--- src/rtl/ysyx_22050550_fetch_ctrl.sv ---
// Instruction-fetch sequencer: latches the fetch PC, issues one AR/R read at a time,
// and holds the selected 32-bit word (or a fault) until decode takes it.
module ysyx_22050550_fetch_ctrl #(
    parameter int XLEN   = 64,
    parameter int ADDR_W = 32
) (
    input  logic              clock,
    input  logic              reset,
    input  logic [XLEN-1:0]   pc,
    input  logic              redirect,
    output logic              pc_advance,
    output logic              ar_valid,
    input  logic              ar_ready,
    output logic [ADDR_W-1:0] ar_addr,
    input  logic              r_valid,
    output logic              r_ready,
    input  logic [63:0]       r_data,
    input  logic [1:0]        r_resp,
    output logic              inst_valid,
    input  logic              inst_ready,
    output logic [31:0]       inst,
    output logic [XLEN-1:0]   inst_pc,
    output logic              inst_fault
);

    typedef enum logic [2:0] {
        IDLE  = 3'd0,
        LATCH = 3'd1,
        ADDR  = 3'd2,
        DATA  = 3'd3,
        OUT   = 3'd4
    } state_t;

    state_t            state_reg, state_next;
    logic [XLEN-1:0]   addr_q_reg, addr_q_next;
    logic              kill_reg, kill_next;
    logic [31:0]       inst_q_reg, inst_q_next;
    logic              fault_q_reg, fault_q_next;

    logic [31:0]       lane [2];
    logic [31:0]       beat_word;
    logic              beat_fault;

    // Split the 64-bit beat into its two instruction lanes; addr bit 2 picks one.
    for (genvar gi = 0; gi < 2; gi++) begin : g_lane
        assign lane[gi] = r_data[gi*32 +: 32];
    end

    assign beat_word  = lane[addr_q_reg[2]];
    assign beat_fault = |r_resp;

    always_ff @(posedge clock) begin
        if (reset) begin
            state_reg   <= IDLE;
            addr_q_reg  <= '0;
            kill_reg    <= 1'b0;
            inst_q_reg  <= '0;
            fault_q_reg <= 1'b0;
        end else begin
            state_reg   <= state_next;
            addr_q_reg  <= addr_q_next;
            kill_reg    <= kill_next;
            inst_q_reg  <= inst_q_next;
            fault_q_reg <= fault_q_next;
        end
    end

    always_comb begin
        state_next   = state_reg;
        addr_q_next  = addr_q_reg;
        kill_next    = kill_reg;
        inst_q_next  = inst_q_reg;
        fault_q_next = fault_q_reg;

        case (state_reg)
            IDLE: begin
                state_next = LATCH;
            end

            LATCH: begin
                addr_q_next = pc;
                if (redirect) begin
                    state_next = LATCH;
                end else if (pc[1:0] != 2'b00) begin
                    // Misaligned PC is reported as a faulted instruction without touching the bus.
                    fault_q_next = 1'b1;
                    inst_q_next  = '0;
                    state_next   = OUT;
                end else begin
                    state_next = ADDR;
                end
            end

            ADDR: begin
                if (redirect) begin
                    kill_next = 1'b1;
                end
                if (ar_ready) begin
                    state_next = DATA;
                end
            end

            DATA: begin
                if (r_valid) begin
                    if (kill_reg || redirect) begin
                        // Stale response from a flushed fetch: drop it and refetch.
                        kill_next  = 1'b0;
                        state_next = LATCH;
                    end else begin
                        fault_q_next = beat_fault;
                        inst_q_next  = beat_fault ? 32'd0 : beat_word;
                        state_next   = OUT;
                    end
                end else if (redirect) begin
                    kill_next = 1'b1;
                end
            end

            OUT: begin
                if (inst_ready || redirect) begin
                    state_next = LATCH;
                end
            end

            default: begin
                state_next = IDLE;
            end
        endcase
    end

    assign ar_valid   = (state_reg == ADDR);
    assign r_ready    = (state_reg == DATA);
    assign inst_valid = (state_reg == OUT);
    // A redirect owns the PC write, so it suppresses the advance even on a handshake.
    assign pc_advance = (state_reg == OUT) && inst_ready && !redirect;

    assign ar_addr    = addr_q_reg[ADDR_W-1:0];
    assign inst       = inst_q_reg;
    assign inst_pc    = addr_q_reg;
    assign inst_fault = fault_q_reg;

endmodule

--- config.mk ---
export PLATFORM = sky130hd
export DESIGN_NAME = ysyx_22050550_fetch_ctrl
export DESIGN_NICKNAME = d
export VERILOG_FILES = /design/src/rtl/ysyx_22050550_fetch_ctrl.sv
export SDC_FILE = /design/constraint.sdc
export NUM_CORES = 1
export LEC_CHECK = 0
export BUFFER_PORTS_ARGS = -buffer_cell sky130_fd_sc_hd__buf_2
export CORE_MARGIN = 3
export CORE_UTILIZATION = 30
export CTS_BUF_LIST = sky130_fd_sc_hd__clkbuf_16
export DETAILED_ROUTE_END_ITERATION = 16
export PLACE_DENSITY = 0.61
export SLEW_MARGIN = 20
export SYNTH_ARGS = -nofsm -noshare
export SYNTH_HDL_FRONTEND = slang
export SYNTH_SLANG_ARGS = --single-unit
--- constraint.sdc ---
create_clock -name clock -period 3.2 [get_ports clock]
set_input_delay 0.32 -clock clock [delete_from_list [all_inputs] [get_ports clock]]
set_output_delay 0.32 -clock clock [all_outputs]
set_load 0.1 [all_outputs]
==> impl_results.md, run 1 <==
* Status: complete, no violations
* Total number of vias at 4225
* Post-CTS resize count at 0
* Sequential Power Share at 38.4%
* DRT iter0 DRCs at 117
* Max reg flops at 64
* Final worst clock skew at 7.18 ps
* Ports at 269
* Multi-input gate area in the final layout at 2200 um2
* Number of global-route vias before repair at 4063
* Met1 Usage GRT at 17.9%
* P_int at 0.00209 W
* Clock Root Buffer: clkbuf_16
* Main synth FF type: dfxtp_1
* Clk pwr share at 30.0%
* Tightest Pin Transition at 1000 ps
* Buffers on Ports at 268
* Layout Nets at 878
* Buffers inserted by post-CTS timing repair at 0
* Final ANT Viol Nets at 0
* Final period util at 70.5%
* Initial antenna violation count at 0
* N_diodes at 0
* DP Wirelength at 9250 um
* Die X-Extent at 132 um
* Non-Filler Instances at 958
* Worst path required time at 2880 ps
* Hold Crit Class: primary input to flip-flop
* Synth Cell Area at 4780 um2
* Slew headroom at 33.1%
* Number of remaining DRC errors at 0
* Worst r2r path cells at 4
* Share of layout cells above drive strength 1 at 44.4%
* Setup CP Type: flip-flop to output port
* Syn avg cell area at 8.97 um2
* Commonest non-fill, non-tap cell in the layout: buf_2
* Syn. warnings at 0
* Grt met2 use at 22.8%
* Post-Route WL at 13100 um
* CTS HTree Levels at 3
* Critical Path AT at 1940 ps
* CTS tree: done
* Post-CTS Hold Buffers at 0
* Sequential standard cell area at 2020 um2
* Type of origin of the critical path: flip-flop
* Most frequent cells in the layout: buf_2, nand2_1, dfxtp_1, a21oi_1, nand2b_1
* Layout fillers at 1573
* Highest Clock Rate at 443 MHz
* CP endpoint kind: output port
* Final setup violation count at 0
* GRT Util Overall at 14.2%
* Synth cell types at 31
* RSZ-0062 raised after global routing: false
* CTS Buffer Depth at 2
* Routed wire per std cell at 13.6 um
* Clk_lat worst skew at 350 ps
* Post-synthesis instance total at 533
* Min Tclk post-route at 2260 ps
* Maxcap violations at 0
* Core footprint at 15400 um2
* Most Crowded Layer GR: met2
* Sw Share at 41.0%
* Clock slew at reported path FFs at 80 ps
* Sequential area share after synthesis at 42.3%
* Leakage at 3.03 nW
* Yosys reg bits at 101
* Async set-or-reset flop fraction in the synthesized netlist at 0%
* Pin count of the biggest net entering global routing at 115
* CP Max Fanout at 18
* Slew Limit Fails at 0
* Clock sinks at 101
* Net Switching at 0.00145 W
* Die area at 17500 um2
* Mapped Nets at 669
* TNS Setup at 0 ps
* First-pass GRT wire length at 20700 um
* Hold Path Depth at 3
* Post-synth EDFFs at 0
* Power Dens Cells at 573 nW/um2
* Final hold violations at 0
* Gate power share at 31.6%
* Total placed cells including tap cells at 942
* CTS Buf Count at 9
* Worst vdd ir at 0.000293 V
* Initial Utilization at 31.1%
* Die H at 132 um
* Vias per inst at 4.41
* First drt pass iteration count at 4
* Placer Congestion at 0.716
* Site row count at 45
* Grt total ovfl at 0
* Area Overhead vs Synth at 29.3%
* GRT met3 Usage at 4.69%
==> cells in the mapped netlist, drive strengths merged (2+ instances only) <==
library cell / number / area [um2]
nand2: 130 / 488
dfxtp: 101 / 2020
a21oi: 68 / 340
buf: 65 / 517
nand2b: 35 / 219
mux2: 33 / 372
mux2i: 32 / 320
nand4b: 32 / 280
clkbuf: 14 / 52.6
nor2b: 3 / 18.8
nor3b: 3 / 22.5
nor2: 2 / 7.51
==> through the flow <==
| step | cell area (um2) | total power (W) | hold slack (ps) | worst slack (ps) | utilization [%] |
|---|---|---|---|---|---|
| 6_report | 6180 | 0.00354 | 200 | 943 | 40.2 |
| 5_1_grt | 6180 | 0.00370 | 191 | 792 | 40.2 |
| 4_1_cts | 6180 | 0.00360 | 183 | 912 | 40.2 |
| 3_5_place_dp | 5900 | 0.00252 | 445 | 1280 | 38.4 |
| 3_3_place_gp | 5900 | 0.00252 | 438 | 1290 | 38.4 |
| 2_1_floorplan | 4780 | 0.00237 | 436 | 182 | - |
==> area by class of cell <==
class,instances,area share [%]
tap,211,4.27
sequential,101,32.7
timing repair buffer,277,22.8
clock inverter,7,0.972
multi-input combinational,353,35.6
clock buffer,9,3.64
==> power by group through the flow <==
stage	combinational [W]	clock, W	sequential (W)
final	0.00112	0.00106	0.00136
after global placement	0.00113	0	0.00139
after detailed placement	0.00113	0	0.00139
after CTS	0.00113	0.00111	0.00136
after global routing	0.00117	0.00116	0.00137
after floorplan	0.000545	0	0.00182
==> final timing paths <==
path | slack [ps] | endpoint | from
hold reg to reg | 450 | inst_pc[2] | inst_pc[2]
hold / removal | 200 | inst_pc[30] | pc[30]
setup reg to reg | 1270 | inst_pc[4] | state_reg[0]
setup / recovery | 940 | r_ready | state_reg[1]
==> routing by layer <==
metal / routed length (um) / share of wire (%)
met1: 5740 / 44
met3: 1160 / 8.9
met5: 0 / 0
met2: 5970 / 46
met4: 178 / 1.4
==> worst max-delay path, cell delays in order, from the launching register on <==
cell and delay [ps]:
dfxtp_1 570, and3b_2 510, buf_2 500
==> kinds of logic after synthesis <==
kind of cell,Yosys count,synth area share [%]
AOI/OAI and AO/OA,77,8.64
and+or+nand+nor,211,22.7
DFF,101,42.3
muxes,65,14.5
buffers and inverters,79,11.9
No activity file was read; power rests on OpenSTA's default activity.
==> run 2, diff against run 1 <==
--- a/config.mk
+++ b/config.mk
@@ -10,7 +10,7 @@
 export CORE_UTILIZATION = 30
 export CTS_BUF_LIST = sky130_fd_sc_hd__clkbuf_16
 export DETAILED_ROUTE_END_ITERATION = 16
-export PLACE_DENSITY = 0.61
+export PLACE_DENSITY = 0.63
 export SLEW_MARGIN = 20
 export SYNTH_ARGS = -nofsm -noshare
 export SYNTH_HDL_FRONTEND = slang
==> constraint.sdc (replaced) <==
create_clock -name clock -period 1.97 [get_ports clock]
set_input_delay 0.197 -clock clock [delete_from_list [all_inputs] [get_ports clock]]
set_output_delay 0.197 -clock clock [all_outputs]
set_load 0.1 [all_outputs]
==> run 2 against run 1 <==
Clock power grew 62%; largest power group unchanged; critical endpoint is now ar_valid; register-to-register slack got worse by 980 ps; via count rose by 2.2%; sequential share of layout area shrank 0.70 points; setup slack got worse by 780 ps.
==> impl_results.md, run 2 (synthesis results as in run 1) <==
* Final worst clock skew at 8.47 ps (+1.28 ps)
* Highest Clock Rate at 553 MHz
* Sequential Power Share at 38.3% (about the same)
* Worst r2r path cells at 4 (unchanged)
* Grt total ovfl at 0 (unchanged)
* GRT Util Overall at 14.4% (+0.14 points)
* Clk_lat worst skew at 340 ps (about the same)
* Final hold violations at 0 (unchanged)
* Most Crowded Layer GR: met2
* TNS Setup at 0 ps (unchanged)
* CTS Buffer Depth at 2 (unchanged)
* Clock Root Buffer: clkbuf_16
* Critical Path AT at 1610 ps (-330 ps)
* Die X-Extent at 132 um (unchanged)
* Power Dens Cells at 916 nW/um2 (+60%)
* Routed wire per std cell at 13.7 um (+0.62%)
* Final ANT Viol Nets at 0 (unchanged)
* Area Overhead vs Synth at 32.2%
* Worst vdd ir at 0.000478 V (+63%)
* Placed Area at 6030 um2 (+2.4%)
* Clock sinks at 101 (unchanged)
* Buffers on Ports at 268 (unchanged)
* Placer Congestion at 0.737 (+2.9%)
* Type of origin of the critical path: flip-flop
* Commonest non-fill, non-tap cell in the layout: buf_2
* Sequential standard cell area at 2020 um2 (about the same)
* R2R Path End: inst[8]
* DP Wirelength at 9460 um (+2.3%)
* Layout Nets at 881 (+0.34%)
* Clk pwr share at 29.7% (-0.3 points)
* Initial antenna violation count at 0 (unchanged)
* Final setup violation count at 0 (unchanged)
* Post-CTS Hold Buffers at 0 (unchanged)
* Ports at 269 (unchanged)
* Tot Pwr at 0.00579 W (+63%)
* First-pass GRT wire length at 20800 um (+0.57%)
* Core Util, Final at 41.1% (+0.90 points)
* N_diodes at 0 (unchanged)
* Maxcap violations at 0 (unchanged)
* First drt pass iteration count at 4 (unchanged)
* Crit path launch: state_reg[1]
* CP endpoint kind: output port
* Tightest Pin Transition at 569 ps (-433 ps)
* Final period util at 91.8%
* Setup ws final at 161 ps (-782 ps)
* Die area at 17500 um2 (unchanged)
* Core footprint at 15400 um2 (unchanged)
* Vias per inst at 4.50 (+2.1%)
* Post-CTS resize count at 0 (unchanged)
* Slew Limit Fails at 0 (unchanged)
* CTS Buf Count at 9 (unchanged)
* Initial Utilization at 31.1% (unchanged)
* P_int at 0.00351 W (+68%)
* Pin count of the biggest net entering global routing at 74 (-36%)
* Worst reg-to-reg setup slack at 290 ps (-980 ps)
* Die H at 132 um (unchanged)
* Post-Layout Inst Area at 6320 um2 (+2.2%)
* CP Max Fanout at 14 (-4)
* Total number of vias at 4317 (+2.2%)
* Number of remaining DRC errors at 0 (unchanged)
* Share of layout cells above drive strength 1 at 45.1% (+0.61 points)
* Leakage at 3.07 nW (+1.3%)
* Layout fillers at 1580 (+0.45%)
* Multi-input gate area in the final layout at 2210 um2 (+0.63%)
* Most frequent cells in the layout: buf_2, nand2_1, dfxtp_1, a21oi_1, nand2b_1
* Status: complete, no violations
* Gate power share at 32.0% (+0.4 points)
* Worst R2R Start: state_reg[1]
* Number of global-route vias before repair at 4056 (-0.17%)
* RSZ-0062 raised after global routing: false
* DRT iter0 DRCs at 110 (-6.0%)
* Slew headroom at 62.0% (+29 points)
* Sw Share at 39.4% (-1.6 points)
* Net Switching at 0.00228 W (+57%)
* Worst slack, placed at 294 ps (-990 ps)
* Clock slew at reported path FFs at 70 ps (about the same)
* Buffers inserted by post-CTS timing repair at 0 (unchanged)
* Met1 Usage GRT at 18.2% (+0.29 points)
* Worst path required time at 1770 ps (-1110 ps)
* CTS tree: done
* Min Tclk post-route at 1810 ps
* Site row count at 45 (unchanged)
* Post-Route WL at 13100 um (+0.73%)
* GRT met3 Usage at 5.08% (+0.38 points)
* Max reg flops at 64 (unchanged)
* Setup CP Type: flip-flop to output port
* CTS HTree Levels at 3 (unchanged)
* Worst setup path end: ar_valid
* Hold Crit Class: primary input to flip-flop
* Grt met2 use at 22.7% (-0.057 points)
run 2: critical path, cell delays in order, from the launching register on:
cell and delay (ps):
dfxtp_1 590, nor2b_1 250, nor2b_2 230, buf_12 200
run 2: cell type report:
| cell class | instances | area share, % |
|---|---|---|
| well taps | 211 | 4.18 |
| flip-flops and latches | 101 | 32.0 |
| clock inverters | 5 | 0.851 |
| clock buffers | 9 | 3.56 |
| multi-input cells | 353 | 35.0 |
| repair buffers | 280 | 24.4 |
run 2: worst min-delay path by stage:
| stage | start | to | cells past startpoint |
|---|---|---|---|
| 3_3_place_gp | pc[2] | inst_pc[2] | 3 |
| 2_1_floorplan | r_valid | kill_reg | 1 |
| 3_5_place_dp | pc[28] | inst_pc[28] | 3 |
| 6_report | pc[29] | inst_pc[29] | 3 |
| 4_1_cts | pc[28] | inst_pc[28] | 3 |
| 5_1_grt | pc[37] | inst_pc[37] | 3 |
run 2: power groups by stage:
| stage | combinational, W | clock (W) | sequential, W |
|---|---|---|---|
| 3_5_place_dp | 0.00186 | 0 | 0.00226 |
| 3_3_place_gp | 0.00187 | 0 | 0.00226 |
| 5_1_grt | 0.00194 | 0.00186 | 0.00223 |
| 2_1_floorplan | 0.000886 | 0 | 0.00296 |
| 4_1_cts | 0.00187 | 0.00179 | 0.00222 |
| 6_report | 0.00185 | 0.00172 | 0.00221 |
run 2: metrics by stage:
step / hold WS (ps) / cells
final: 85.7 / 959
after global placement: 435 / 945
after CTS: 68.2 / 959
after global routing: 70.9 / 959
after floorplan: 313 / 533
after detailed placement: 442 / 945
run 2: per-layer routing:
layer,vias to the layer above,share of wire [%]
met5,-,0
met3,11,9.8
met4,0,1.4
li1,2175,-
met1,1939,44
met2,192,45
==> run 3, diff against run 2 <==
--- a/config.mk
+++ b/config.mk
@@ -6,11 +6,14 @@
 export NUM_CORES = 1
 export LEC_CHECK = 0
 export BUFFER_PORTS_ARGS = -buffer_cell sky130_fd_sc_hd__buf_2
+export CELL_PAD_IN_SITES_DETAIL_PLACEMENT = 1
+export CELL_PAD_IN_SITES_GLOBAL_PLACEMENT = 2
 export CORE_MARGIN = 3
-export CORE_UTILIZATION = 30
+export CORE_UTILIZATION = 22
 export CTS_BUF_LIST = sky130_fd_sc_hd__clkbuf_16
 export DETAILED_ROUTE_END_ITERATION = 16
-export PLACE_DENSITY = 0.63
+export PLACE_DENSITY = 0.8
+export SETUP_SLACK_MARGIN = 0.2
 export SLEW_MARGIN = 20
 export SYNTH_ARGS = -nofsm -noshare
 export SYNTH_HDL_FRONTEND = slang
==> run 3 against run 2 <==
Global-route usage down 1.9 points; wire length increased by 17%; non-clock buffer count is 2 higher; critical path type unchanged; critical endpoint is now r_ready; largest power group unchanged.
==> impl_results.md, run 3 (synthesis results as in run 1) <==
* Status: complete, no violations
* Worst Hold Launch: pc[2]
* Worst vdd ir at 0.000395 V (-17%)
* Die area at 23500 um2 (+35%)
* Final ANT Viol Nets at 0 (unchanged)
* CTS HTree Levels at 3 (unchanged)
* CP Max Fanout at 18 (+4)
* Maxcap violations at 0 (unchanged)
* Placed Area at 6130 um2 (+1.6%)
* Number of global-route vias before repair at 4459 (+9.9%)
* Critical Path Slowest Stage Cell: dfxtp_1
* First drt pass iteration count at 4 (unchanged)
* Pin count of the biggest net entering global routing at 65 (-12%)
* Total number of vias at 4388 (+1.6%)
* Setup CP Type: flip-flop to output port
* Core footprint at 21200 um2 (+38%)
* RSZ-0062 raised after global routing: true
* Highest Clock Rate at 568 MHz (+2.7%)
* DP Wirelength at 11400 um (+21%)
* CP endpoint kind: output port
* Clk_lat worst skew at 350 ps (about the same)
* Leakage at 3.09 nW (+0.94%)
* Slew headroom at 65.3% (+3.2 points)
* Area Overhead vs Synth at 34.8%
* Final worst clock skew at 10.7 ps (+2.25 ps)
* Worst Path Buf+Inv at 2 (+1)
* DRT iter0 DRCs at 128 (+16%)
* Share of layout cells above drive strength 1 at 45.6% (+0.56 points)
* Layout Nets at 883 (+0.23%)
* Power Dens Cells at 921 nW/um2 (+0.59%)
* CP Cell Sequence: and3b_4 > buf_4 > buf_12
* Initial Utilization at 22.6% (-8.5 points)
* Commonest non-fill, non-tap cell in the layout: buf_2
* Type of origin of the critical path: flip-flop
* Placer Congestion at 0.729 (-1.1%)
* Clock sinks at 101 (unchanged)
* Slew Limit Fails at 0 (unchanged)
* Number of remaining DRC errors at 0 (unchanged)
* Die H at 153 um (+16%)
* Core Util, Final at 30.5% (-11 points)
* Critical Path AT at 1560 ps (-50 ps)
* Clock slew at reported path FFs at 70 ps (about the same)
* Worst path required time at 1770 ps (about the same)
* Final period util at 89.4% (-2.4 points)
* Final setup violation count at 0 (unchanged)
* Min Tclk post-route at 1760 ps (-47.6 ps)
* Site row count at 53 (+18%)
* Tightest Pin Transition at 525 ps (-44.9 ps)
* Worst slack, placed at 299 ps (+5.58 ps)
* Worst R2R Start: state_reg[0]
* Max stage delay on crit path at 470 ps (-120 ps)
* Most frequent cells in the layout: buf_2, nand2_1, dfxtp_1, a21oi_1, nand2b_1
* Die X-Extent at 153 um (+16%)
* Crit path launch: state_reg[0]
* Final hold violations at 0 (unchanged)
* Ports at 269 (unchanged)
* Routed wire per std cell at 15.0 um (+9.5%)
* Post-CTS Hold Buffers at 0 (unchanged)
* Buffers inserted by post-CTS timing repair at 0 (unchanged)
* Clock Root Buffer: clkbuf_16
* Crit-path leading delay family: flip-flops
* Hold Crit Class: primary input to flip-flop
* Initial antenna violation count at 2 (+2)
* Buffers on Ports at 268 (unchanged)
* Grt total ovfl at 0 (unchanged)
* CTS Buffer Depth at 2 (unchanged)
* Post-Layout Inst Area at 6440 um2 (+1.9%)
* CTS Buf Count at 9 (unchanged)
* First-pass GRT wire length at 23900 um (+15%)
* Setup ws final at 208 ps (+47.6 ps)
* Max reg flops at 64 (unchanged)
* Vias per inst at 4.27 (-5.2%)
* CTS tree: done
* GRT Util Overall at 12.5% (-1.9 points)
* TNS Setup at 0 ps (unchanged)
* Post-Route WL at 15400 um (+17%)
run 3: cell types whose count changed in the layout (fill, tap and decap cells not counted), sizes merged:
| cell | before | now |
|---|---|---|
| buf | 280 | 281 |
| clkbuf | 9 | 10 |
| clkinv | 2 | 3 |
| clkinvlp | 2 | 0 |
| diode | 0 | 1 |
| inv | 0 | 3 |
run 3: layout make-up:
type	instances	area (um2)
diodes	1	2.50
clock buffers	9	225
clock inverters	7	73.8
fillers	2578	14700
multi-input cells	353	2210
flip-flops and latches	101	2030
well taps	275	344
repair buffers	282	1560
run 3: power breakdown:
group / internal [W] / switching [W] / total, W
clock: 0.000994 / 0.000850 / 0.00184
sequential: 0.00214 / 0.0000752 / 0.00222
combinational: 0.000406 / 0.00146 / 0.00187
total: 0.00354 / 0.00239 / 0.00593
run 3: layer usage:
metal | vias up | routed length, um | track usage [%]
li1 | 2184 | - | -
met1 | 2012 | 6600 | 15.1
met2 | 172 | 7130 | 20.4
met3 | 18 | 1410 | 4.59
met4 | 2 | 281 | 4.37
met5 | - | 15 | 0
run 3: timing repair:
action	in CTS	in global routing
gates resized for setup	3	2
endpoints found under the setup margin	4	4
hold endpoints to repair	0	0
pin swaps	0	1
run 3: worst reg2reg max path, stage by stage (launching register included):
cell     delay, ps
dfxtp_1        470
buf_4          200
nor3b_2        280
buf_12         270
nand2_1        140
a21oi_1        130
run 3: final timing paths:
path | to | slack, ps | cells past startpoint
hold / removal | inst_pc[2] | 80 | 3
setup reg to reg | inst_pc[45] | 410 | 5
hold reg to reg | inst_pc[36] | 450 | 2
setup / recovery | r_ready | 210 | 3
run 3: through the flow:
step                total power (W)  cells  hold WS, ps
floorplan                   0.00385    533          313
global placement            0.00415   1011          435
detailed placement          0.00416   1011          441
CTS                         0.00606   1027         54.2
global route                0.00622   1028         64.4
finish                      0.00593   1028         75.7
